===== src/rtl/mul_ctrl.sv =====
// Sequencer between the execute stage and the shared 34-cycle Booth multiplier.
// It keeps the core operands and `go` stable for a whole run, and a one-entry product cache pairs MULH* and MUL ops.
module mul_ctrl #(
  parameter int CACHE_EN = 1
) (
  input  logic        clk,
  input  logic        reset_n,
  input  logic        req_valid,
  output logic        req_ready,
  input  logic [1:0]  req_op,
  input  logic [31:0] req_a,
  input  logic [31:0] req_b,
  input  logic        kill,
  output logic        resp_valid,
  input  logic        resp_ready,
  output logic [31:0] resp_data,
  output logic        mul_go,
  output logic        mul_sign0,
  output logic        mul_sign1,
  output logic [31:0] mul_m,
  output logic [31:0] mul_r,
  input  logic        mul_done,
  input  logic [63:0] mul_result
);

  localparam logic [1:0] IDLE  = 2'd0;
  localparam logic [1:0] RUN   = 2'd1;
  localparam logic [1:0] DRAIN = 2'd2;
  localparam logic [1:0] RESP  = 2'd3;

  logic [1:0]  state_r;
  logic [1:0]  state_nxt_s;
  logic        op_mul_r;
  logic        accept_s;
  logic        sign1_s;
  logic        sign0_s;
  logic        hit_s;
  logic [31:0] hit_data_s;
  logic        core_busy_s;
  logic        cache_wr_s;

  assign req_ready   = (state_r == IDLE) && (kill == 1'b0);
  assign accept_s    = req_valid && req_ready;
  assign core_busy_s = (state_r == RUN) || (state_r == DRAIN);
  // The core freezes when go drops, so go must span the whole run even after a kill.
  assign mul_go      = core_busy_s;
  assign resp_valid  = (state_r == RESP);
  assign cache_wr_s  = core_busy_s && mul_done;

  assign sign1_s = (req_op == 2'b01) || (req_op == 2'b10);
  assign sign0_s = (req_op == 2'b01);

  generate
    if (CACHE_EN != 0) begin : g_cache
      logic        valid_r;
      logic [31:0] a_r;
      logic [31:0] b_r;
      logic        s1_r;
      logic        s0_r;
      logic [63:0] prod_r;

      // Product cache entry; any finished run (killed or not) refreshes it.
      always_ff @(posedge clk) begin
        if (reset_n == 1'b0) begin
          valid_r <= 1'b0;
          a_r     <= 32'd0;
          b_r     <= 32'd0;
          s1_r    <= 1'b0;
          s0_r    <= 1'b0;
          prod_r  <= 64'd0;
        end else if (cache_wr_s) begin
          valid_r <= 1'b1;
          a_r     <= mul_m;
          b_r     <= mul_r;
          s1_r    <= mul_sign1;
          s0_r    <= mul_sign0;
          prod_r  <= mul_result;
        end
      end

      // The low half is sign-independent, so MUL hits on operands alone.
      assign hit_s = valid_r && (req_a == a_r) && (req_b == b_r) &&
                     ((req_op == 2'b00) || ((sign1_s == s1_r) && (sign0_s == s0_r)));
      assign hit_data_s = (req_op == 2'b00) ? prod_r[31:0] : prod_r[63:32];
    end else begin : g_nocache
      assign hit_s      = 1'b0;
      assign hit_data_s = 32'd0;
    end
  endgenerate

  // Next-state selection.
  always_comb begin
    state_nxt_s = state_r;
    case (state_r)
      IDLE: begin
        if (accept_s) begin
          state_nxt_s = hit_s ? RESP : RUN;
        end else begin
          state_nxt_s = IDLE;
        end
      end
      RUN: begin
        if (mul_done) begin
          state_nxt_s = kill ? IDLE : RESP;
        end else if (kill) begin
          state_nxt_s = DRAIN;
        end else begin
          state_nxt_s = RUN;
        end
      end
      DRAIN: begin
        if (mul_done) begin
          state_nxt_s = IDLE;
        end else begin
          state_nxt_s = DRAIN;
        end
      end
      RESP: begin
        if (kill || resp_ready) begin
          state_nxt_s = IDLE;
        end else begin
          state_nxt_s = RESP;
        end
      end
      default: state_nxt_s = IDLE;
    endcase
  end

  // State, operand capture and result register.
  always_ff @(posedge clk) begin
    if (reset_n == 1'b0) begin
      state_r   <= IDLE;
      op_mul_r  <= 1'b0;
      mul_m     <= 32'd0;
      mul_r     <= 32'd0;
      mul_sign1 <= 1'b0;
      mul_sign0 <= 1'b0;
      resp_data <= 32'd0;
    end else begin
      state_r <= state_nxt_s;
      if (accept_s) begin
        op_mul_r  <= (req_op == 2'b00);
        mul_m     <= req_a;
        mul_r     <= req_b;
        mul_sign1 <= sign1_s;
        mul_sign0 <= sign0_s;
        if (hit_s) begin
          resp_data <= hit_data_s;
        end
      end
      if ((state_r == RUN) && mul_done && (kill == 1'b0)) begin
        resp_data <= op_mul_r ? mul_result[31:0] : mul_result[63:32];
      end
    end
  end

endmodule


===== config.mk =====
export PLATFORM = sky130hd
export DESIGN_NAME = mul_ctrl
export DESIGN_NICKNAME = d
export VERILOG_FILES = /design/src/rtl/mul_ctrl.sv
export SDC_FILE = /design/constraint.sdc
export NUM_CORES = 1
export LEC_CHECK = 0
export ABC_AREA = 1
export CAP_MARGIN = 20
export CORE_UTILIZATION = 25
export DETAILED_ROUTE_END_ITERATION = 6
export GPL_TIMING_DRIVEN = 0
export HOLD_SLACK_MARGIN = 0.02
export PLACE_DENSITY_LB_ADDON = 0.08
export SLEW_MARGIN = 10
export SYNTH_ARGS = -nofsm -noshare
export SYNTH_HDL_FRONTEND = slang
export SYNTH_SLANG_ARGS = --single-unit

===== constraint.sdc =====
create_clock -name clk -period 2.4 [get_ports clk]
set_clock_uncertainty 0.15 [all_clocks]
set_input_delay 0.48 -clock clk [delete_from_list [all_inputs] [get_ports clk]]
set_output_delay 0.48 -clock clk [all_outputs]
set_load 0.005 [all_outputs]

# Word-level counts from Yosys, hierarchy flattened

Cells that the tools add are included.

Flip-flop bits (word level): 232
Input port bits: 136
Word-level logic and storage cells: 54

Equality and inequality tests: 9
Mux-type cells: 13
Bitwise operators: 1
Reduce and logical (&&, ||, !) cells: 18

Operators with widths:

| cell                 | number |
|---|---|
| $mux W32             | 5 |
| $eq A32 B32 Y1       | 2 |
| $mux W2              | 7 |
| $logic_and A1 B1 Y1  | 9 |
| $pmux W2 S4          | 1 |
| $eq A2 B2 Y1 const B | 3 |
| $eq A2 B1 Y1 const B | 2 |
| $logic_not A2 Y1     | 2 |
| $logic_or A1 B1 Y1   | 4 |
| $reduce_bool A2 Y1   | 2 |
| $eq A1 B1 Y1         | 2 |
| $reduce_and A2 Y1    | 1 |
| $not A1 Y1           | 1 |

# Depth between registers and ports, before layout

Gate-level depths: netlist (run 1).

Depth after elaboration: 9
Depth in mapped cells: 14
Gate-level depth less buffers: 12

# Worst setup path before layout (run 1)

OpenSTA, ideal clock, no wires.

Kind: input port to flip-flop
From: in req_op[0]
To: reg resp_data[10]
Library setup time: 0.115 ns
Arrival: 1.777 ns
Data required time: 2.135 ns
Setup slack: 0.357 ns
Stages on the path: 11
Path through: inv_1 -> ha_1 -> xor2_1 -> nor2_1 -> o21ai_0 -> nor2_1 -> nand3_1 -> buf_2 -> buf_2 -> a21oi_1 -> nor2_1

Word-level cells in the longest chain between the ends: 8
Elaborated cells between the ends (all ways): 15
Classes of those cells: 4 x eq/ne; 4 x mux; 7 x reduce/logical

RTL lines:

| element                                      | RTL line | source |
|---|---|---|
| start, declared                              | 10       | `input logic [1:0] req_op,` |
| $eq A2 B1 Y1 or $eq A2 B2 Y1 (tied branches) | 50       | `assign sign1_s = (req_op == 2'b01) \|\| (req_op == 2'b10);` |
| $logic_or A1 B1 Y1 *                         | 50       |  |
| net sign1_s                                  | 35       | `logic sign1_s;` |
| $eq A1 B1 Y1 *                               | 83       | `((req_op == 2'b00) \|\| ((sign1_s == s1_r) && (sign0_s == s0_r)));` |
| $logic_and A1 B1 Y1 *                        | 83       |  |
| $logic_or A1 B1 Y1 *                         | 83       |  |
| $logic_and A1 B1 Y1 *                        | 82       | `assign hit_s = valid_r && (req_a == a_r) && (req_b == b_r) &&` |
| $reduce_bool A2 Y1 (no source line) *        | n/a      |  |
| $reduce_and A2 Y1 (no source line) *         | n/a      |  |
| end signal, assigned                         | 148      | `resp_data <= hit_data_s;` |
| end signal, assigned                         | 152      | `resp_data <= op_mul_r ? mul_result[31:0] : mul_result[63:32];` |
| end, declared                                | 16       | `output logic [31:0] resp_data,` |

Mark *: on every way through the listed nets, which the timed path passes. The rest lies on a longest branch. The select of a mux whose other input is x is not followed.
A chain may end at the register's enable or synchronous reset.

# Final worst setup path (run 1)

From: in req_b[1]
To: reg resp_data[30]

Word-level cells in the longest chain between the ends: 5

RTL lines:

| element                             | RTL line | source |
|---|---|---|
| start, declared                     | 12       | `input logic [31:0] req_b,` |
| $eq A32 B32 Y1                      | 82       |  |
| $logic_and A1 B1 Y1 (2 in series)   | 82       |  |
| $reduce_bool A2 Y1 (no source line) | n/a      |  |
| $reduce_and A2 Y1 (no source line)  | n/a      |  |

Every way passes these cells.

==> results of run 1 <==
-- worst max path at each step --
stage / from / to / slack (ns) / depth (start not counted)
floorplan: req_op[0] / resp_data[10] / 0.36 / 11
global placement: mul_done / g_cache.prod_r[34] / -0.91 / 6
detailed placement: mul_done / g_cache.prod_r[36] / -0.94 / 6
global route: req_a[31] / resp_data[28] / -0.02 / 14
CTS: state_r[0] / resp_data[17] / -0.001 / 14
finish: req_b[1] / resp_data[30] / 0.09 / 14
-- per-stage QoR --
step | setup WS (ns) | total power, mW | cell area [um2] | cells
5_1_grt | -0.0161 | 16.6 | 14400 | 2307
3_5_place_dp | -0.942 | 11.1 | 13300 | 2250
2_1_floorplan | 0.357 | 8.79 | 10300 | 1490
4_1_cts | -0.000999 | 15.5 | 14300 | 2305
3_3_place_gp | -0.909 | 11.1 | 13300 | 2250
6_report | 0.0936 | 15.4 | 14400 | 2307
-- synthesized netlist by cell type (all sizes together), types with 2 or more instances --
cell / count / area share (%)
a211oi: 31 / 2.3
a21oi: 180 / 8.8
a31oi: 31 / 1.9
buf: 15 / 0.79
clkbuf: 86 / 3.1
clkinv: 2 / 0.073
dfxtp: 232 / 45
ha: 9 / 1.1
inv: 161 / 5.9
nand2: 273 / 10
nand3: 35 / 1.8
nor2: 221 / 8.1
o21ai: 194 / 9.4
o22ai: 2 / 0.12
xnor2: 12 / 1.0
xor2: 2 / 0.17
-- cell families (layout without fill, tap and decap cells) --
group                      count (synthesis)  after routing  synth area share [%]
DFF                                      232            232                  45.2
and+or+nand+nor                          530            530                  19.9
xor gates and xnor gates                  14             14                  1.19
adders and majority gates                  9              9                  1.10
AOI/OAI and AO/OA                        441            441                  22.7
buffers and inverters                    264            556                  9.89
-- final cells by class --
cell class	count	area (um2)
fill	4338	25700
tap	525	657
sequential	232	4650
buffer	101	472
clock buffer	47	863
clock inverter	4	48.8
inverter	163	612
timing repair buffer	241	2400
multi-input combinational	994	4750
-- flip-flops by register name, indices dropped and copies added (netlist names) --
register,flops
g_cache.prod_r,64
mul_m,32
g_cache.b_r,32
g_cache.valid_r,1
op_mul_r,1
g_cache.a_r,32
mul_sign0,1
state_r,2
resp_data,32
g_cache.s0_r,1
mul_sign1,1
mul_r,32
g_cache.s1_r,1
-- metal layers --
| metal | global-route usage, % | wire, um |
|---|---|---|
| met2 | 33.7 | 19900 |
| met4 | 5.84 | 1160 |
| met1 | 26.2 | 18800 |
| met3 | 2.93 | 2560 |
| met5 | 0 | 0 |
-- power groups by stage --
stage,Clock [mW],Combinational [mW],Sequential (mW)
6_report,4.24,5.52,5.68
4_1_cts,4.38,5.49,5.67
3_5_place_dp,0,5.40,5.74
5_1_grt,4.53,6.22,5.81
3_3_place_gp,0,5.36,5.72
2_1_floorplan,0,3.18,5.61
-- critical path, delay by kind of cell --
kind / cells / cell delay (ns)
AO/OA/AOI/OAI: 1 / 0.14
buffers and inverters: 4 / 1.01
AND/OR/NAND/NOR: 9 / 0.92
-- what timing repair did --
action,CTS,global route
buffers inserted,4,2
setup endpoints to repair,195,70
resized for setup,39,47
pin swaps,3,7
hold buffers,0,0
==> summary.txt, run 1 <==
Worst setup path
  • Reg2reg end: resp_data[7]
  • Largest stage delay on the critical path: around 0.59 ns
  • Worst path slowest cell: clkdlybuf4s50_1
  • Critical path endpoint category: register
  • Critical-path cell list: clkdlybuf4s50_1 -> inv_1 -> nand2_1 -> nand2_1 -> nor2_2 -> nand2_1 -> nor2_1 -> nand2_1 -> nor2_2 -> nand3_2 -> buf_8 -> buf_6 -> a21oi_1 -> nor2_1
  • R2R cell count: 9
  • Setup CP Type: in2reg
  • Critical Path RT: roughly 2.7 ns
  • Most frequent CP cell: nand2_1
  • Reg-to-reg setup timing slack: 0.14 ns
  • Startpoint types: input port
  • Critical path arrival: between 2 and 3 ns
  • Maximum fanout along the worst path: 10
  • Worst r2r src: state_r[1]

Clocking
  • H-tree depth: 1
  • Clock Sinks: about 230
  • CTS max path bufs: 3
  • CTS tree: built
  • Clk Latency, worst-skew pair: ~0.54 ns
  • Total CTS buffers: 29
  • Clk root buf: clkbuf_16
  • Worst-path clk slew: around 0.06 ns

Global routing
  • Number of global-route vias before repair: approximately 10000
  • First-pass GRT wire length: 62.8 mm
  • Gr usage total: between 10% and 20%
  • Largest net degree at the start of global routing: 14
  • Initial antenna violation count: 0
  • Aggregate global routing overflow: 0

Floorplanning
  • Die area: ~42000 um2
  • Core Rows: 73
  • I/O pin count: around 240
  • Starting Density: between 20% and 30%
  • Width of the chip: 205 um
  • Core region area: approximately 40000 um2
  • Die height: 205 um

Finish
  • # diodes: 0
  • Share of cells above drive strength 1: between 6 and 7%
  • Commonest non-fill, non-tap cells in the layout: 273 x nand2_1, 232 x clkdlybuf4s50_1, 230 x dfxtp_1
  • Commonest non-fill, non-tap cell in the layout: nand2_1
  • Area grow syn2layout: 40.6%
  • Nets: approximately 1900
  • Final Util: approximately 36%

Power
  • Clock power frac: approximately 28%
  • Cell Pwr Density: around 1100 nW/um2
  • Switching Fraction: roughly 37%
  • Leak: between 5 and 6 nW
  • Sequential Power Share: approximately 37%
  • Cell internal pwr: ~9.8 mW
  • Max VDD drop: around 0.00058 V
  • Switching power: roughly 5.7 mW
  • Combinational Power Share: between 30% and 40%

Yosys
  • Synth unique cells: 24
  • Main synth FF type: dfxtp_1
  • EDFF count, synth: 0
  • Post-synth design cell area: 10300 um2
  • Synth warn: 0
  • Synthesized area per cell: roughly 7 um2
  • Synth Net Count: around 1600
  • Sequential area share after synthesis: a little under half
  • Synth async-reset ratio: 0%
  • Mapped Cells: ~1500
  • Flops & latches, synth: between 200 and 250

Placed design
  • GPL Wtd Cong: between 0.8 and 0.9
  • Port-buffer cells: 235
  • Dpl hpwl: approximately 32 mm

STA
  • Max Transition Viols Final: 0
  • Fin. Hold Viols: 0
  • FMAX: around 430 MHz
  • Setup violators final: 0
  • Final hold slack: 0.305 ns
  • Setup TNS: 0 ns
  • Worst-Margin Slew: around 1 ns
  • Fin crit period: between 2 and 2.5 ns
  • Slew headroom: between 30% and 40%
  • Crit share post-route: 96.1%

Status
  • Status: finished clean

Min path
  • HP Class: reg2reg
  • Hold Path Sink: g_cache.prod_r[48]
  • Hold path cells: 2
  • Hold Crit Start: g_cache.prod_r[48]

Drt
  • Count of TritonRoute iterations in the first routing pass: 5
  • First DRT Iteration DRCs: 658
  • DRC violations left: 0
  • DRT Wirelength: 42.5 mm
  • Vias: 10600
  • Vias per inst: approximately 4.6
  • DR WL/cell: 18.4 um
  • Antenna-violating nets left: 0

Job
  • Max Cap Viol: 0
No activity file was read; power rests on OpenSTA's default activity.
==> run 2: changes to the inputs <==
--- a/config.mk
+++ b/config.mk
@@ -8,6 +8,7 @@
 export ABC_AREA = 1
 export CAP_MARGIN = 20
 export CORE_UTILIZATION = 25
+export CTS_CLUSTER_SIZE = 28
 export DETAILED_ROUTE_END_ITERATION = 6
 export GPL_TIMING_DRIVEN = 0
 export HOLD_SLACK_MARGIN = 0.02
==> constraint.sdc (replaced) <==
create_clock -name clk -period 2.73 [get_ports clk]
set_clock_uncertainty 0.15 [all_clocks]
set_input_delay 0.546 -clock clk [delete_from_list [all_inputs] [get_ports clk]]
set_output_delay 0.546 -clock clk [all_outputs]
set_load 0.005 [all_outputs]
==> run 2 against run 1 <==
Against the previous run: register-to-register slack improved by 0.07 ns; flip-flop and latch count unchanged; critical path type unchanged; worst setup slack improved by 0.0034 ns; die area unchanged; clock power decreased by 12%.
==> summary.txt, run 2 (same netlist as run 1, synthesis figures left out) <==
Status
  • Status: finished clean

Finish
  • Share of cells above drive strength 1: 3.83% (-2.9 points)
  • Final cell count without fillers: 2301 (-0.26%)
  • Reg with most FFs: g_cache.prod_r
  • Commonest non-fill, non-tap cell in the layout: nand2_1
  • Commonest non-fill, non-tap cells in the layout: 273 x nand2_1, 235 x clkdlybuf4s50_1, 232 x dfxtp_1
  • Area grow syn2layout: 38.5%
  • Nets: 1901 (-0.31%)
  • Number of flip-flops in the largest register: 64 (unchanged)
  • # diodes: 0 (unchanged)
  • Final Util: 35.5% (-0.52 points)

Min path
  • HP Class: reg2reg

STA
  • Unrepaired setup endpoints after global routing: false
  • Fin crit period: around 2.6 ns
  • Worst-Margin Slew: 0.944 ns (-0.0644 ns)
  • Crit share post-route: between 90 and 100%
  • Setup violators final: 0 (unchanged)
  • Setup TNS: 0 ns (unchanged)
  • FMAX: 380 MHz
  • Max Transition Viols Final: 0 (unchanged)
  • Slew headroom: 37.1% (+4.3 points)
  • Fin. Hold Viols: 0 (unchanged)

Global routing
  • First-pass GRT wire length: 62.7 mm (about the same)
  • Largest net degree at the start of global routing: 14 (unchanged)
  • Met2 usage: 33.7% (unchanged)
  • Gr usage total: 20.0% (about the same)
  • Number of global-route vias before repair: 10300 (-0.22%)
  • Met1 Usage GRT: 26.2% (about the same)
  • Busiest layer in global routing: met2
  • GR Layer Usage met3: 2.91% (-0.016 points)
  • Aggregate global routing overflow: 0 (unchanged)
  • Initial antenna violation count: 0 (unchanged)

Floorplanning
  • I/O pin count: 237 (unchanged)
  • Die height: 205 um (unchanged)
  • Die area: 41900 um2 (unchanged)
  • Width of the chip: 205 um (unchanged)
  • Starting Density: 25.6% (unchanged)
  • Core Rows: 73 (unchanged)
  • Core region area: 40100 um2 (unchanged)

Worst setup path
  • CP Buf/Inv Count: 4 (unchanged)
  • Critical-path cell list: clkdlybuf4s50_1 -> inv_1 -> nand2_1 -> nand2_1 -> nor2_1 -> nand2_1 -> nor2_1 -> nand2_1 -> nor2_1 -> nand3_1 -> buf_4 -> clkbuf_4 -> a21oi_1 -> nor2_1
  • Worst path top cell family by delay: buffers and inverters
  • Setup crit end: resp_data[23]
  • Reg-to-reg setup timing slack: 0.21 ns (+0.07 ns)
  • WP depth: 14 (unchanged)
  • R2R cell count: 7 (-2)
  • Critical path endpoint category: register
  • Largest stage delay on the critical path: 0.56 ns (-0.03 ns)
  • Reg2reg end: g_cache.prod_r[53]
  • Startpoint types: input port
  • Critical path arrival: 2.91 ns (+0.32 ns)
  • Worst r2r src: state_r[0]
  • Crit path launch: req_b[1]
  • Maximum fanout along the worst path: 10 (unchanged)
  • Critical Path RT: 3.01 ns (+0.33 ns)
  • Setup CP Type: in2reg
  • Worst path slowest cell: clkdlybuf4s50_1

Drt
  • First DRT Iteration DRCs: 670 (+1.8%)
  • DRC violations left: 0 (unchanged)
  • Vias: 10500 (-0.74%)
  • Vias per inst: 4.58 (-0.48%)
  • Count of TritonRoute iterations in the first routing pass: 5 (unchanged)
  • DR WL/cell: 18.4 um (about the same)
  • DRT Wirelength: 42.4 mm (-0.20%)
  • Antenna-violating nets left: 0 (unchanged)

Clocking
  • H-tree depth: 1 (unchanged)
  • Clk Latency, worst-skew pair: 0.54 ns (about the same)
  • Worst-path clk slew: 0.06 ns (about the same)
  • Clock Sinks: 232 (unchanged)
  • Post-CTS Hold Fix Bufs: 0 (unchanged)
  • Total CTS buffers: 29 (unchanged)
  • CTS max path bufs: 3 (unchanged)
  • Clk root buf: clkbuf_16
  • CTS tree: built

Placed design
  • Inst Count DP: 2250 (unchanged)
  • GPL Wtd Cong: 0.833 (unchanged)
  • Dpl hpwl: 31.7 mm (unchanged)
  • Port-buffer cells: 235 (unchanged)

Power
  • Total power: 13.5 mW (-13%)
  • Leak: 5.70 nW (-1.7%)
  • Cell Pwr Density: 946 nW/um2 (-11%)
  • Max VDD drop: 0.000517 V (-10%)

Job
  • Max Cap Viol: 0 (unchanged)
[run 2: cell types whose count changed in the layout (fill, tap and decap cells not counted), sizes merged]
cell / before / now
buf: 21 / 13
clkbuf: 133 / 135
clkdlybuf4s50: 232 / 235
dlygate4sd2: 2 / 0
dlymetal6s2s: 1 / 0
[run 2: worst reg2reg max path, stage by stage (launching register included)]
cell and delay (ns):
dfxtp_1 0.36, inv_1 0.09, ha_2 0.30, nand2_1 0.14, clkbuf_2 0.37, clkbuf_2 0.35
clkbuf_1 0.49, a21oi_1 0.15
[run 2: area by class of cell]
cell class | count | area, um2
buffer | 101 | 425
clock buffer | 47 | 863
clock inverter | 4 | 48.8
fill | 4360 | 25900
inverter | 163 | 612
multi-input combinational | 994 | 4630
sequential | 232 | 4640
tap | 525 | 657
timing repair buffer | 235 | 2350
[run 2: where the power goes]
part / switching [mW] / internal (mW) / total (mW)
registers: 0.536 / 4.45 / 4.98
clock network: 1.50 / 2.23 / 3.73
logic: 2.89 / 1.86 / 4.75
[run 2: worst min path at each step]
stage                             startpoint                  to  slack, ns  cells after the start
after CTS                 g_cache.prod_r[63]  g_cache.prod_r[63]       0.31                      2
after global placement    g_cache.prod_r[35]  g_cache.prod_r[35]       0.29                      2
after global routing      g_cache.prod_r[55]  g_cache.prod_r[55]       0.32                      2
final                     g_cache.prod_r[63]  g_cache.prod_r[63]       0.30                      2
after floorplan           g_cache.prod_r[63]  g_cache.prod_r[63]       0.27                      2
after detailed placement  g_cache.prod_r[55]  g_cache.prod_r[55]       0.30                      2
[run 2: repair_timing]
item	4_1_cts	5_1_grt
endpoints found under the setup margin	101	87
resized for setup	5	21
buffers inserted	0	0
[run 2: per-stage QoR]
stage | worst slack [ns] | area, um2 | hold WS, ns
after CTS | 0.0275 | 14200 | 0.306
after floorplan | 0.621 | 10300 | 0.274
after global placement | -0.645 | 13300 | 0.291
after detailed placement | -0.678 | 13300 | 0.296
final | 0.0970 | 14200 | 0.304
after global routing | 0.00533 | 14200 | 0.323
[run 2: metal layers]
metal  part of all wire, %  vias to the layer above
met1                    44                     4794
met4                   2.6                        0
li1                      -                     5353
met3                   6.3                       60
met5                     0                        -
met2                    47                      336
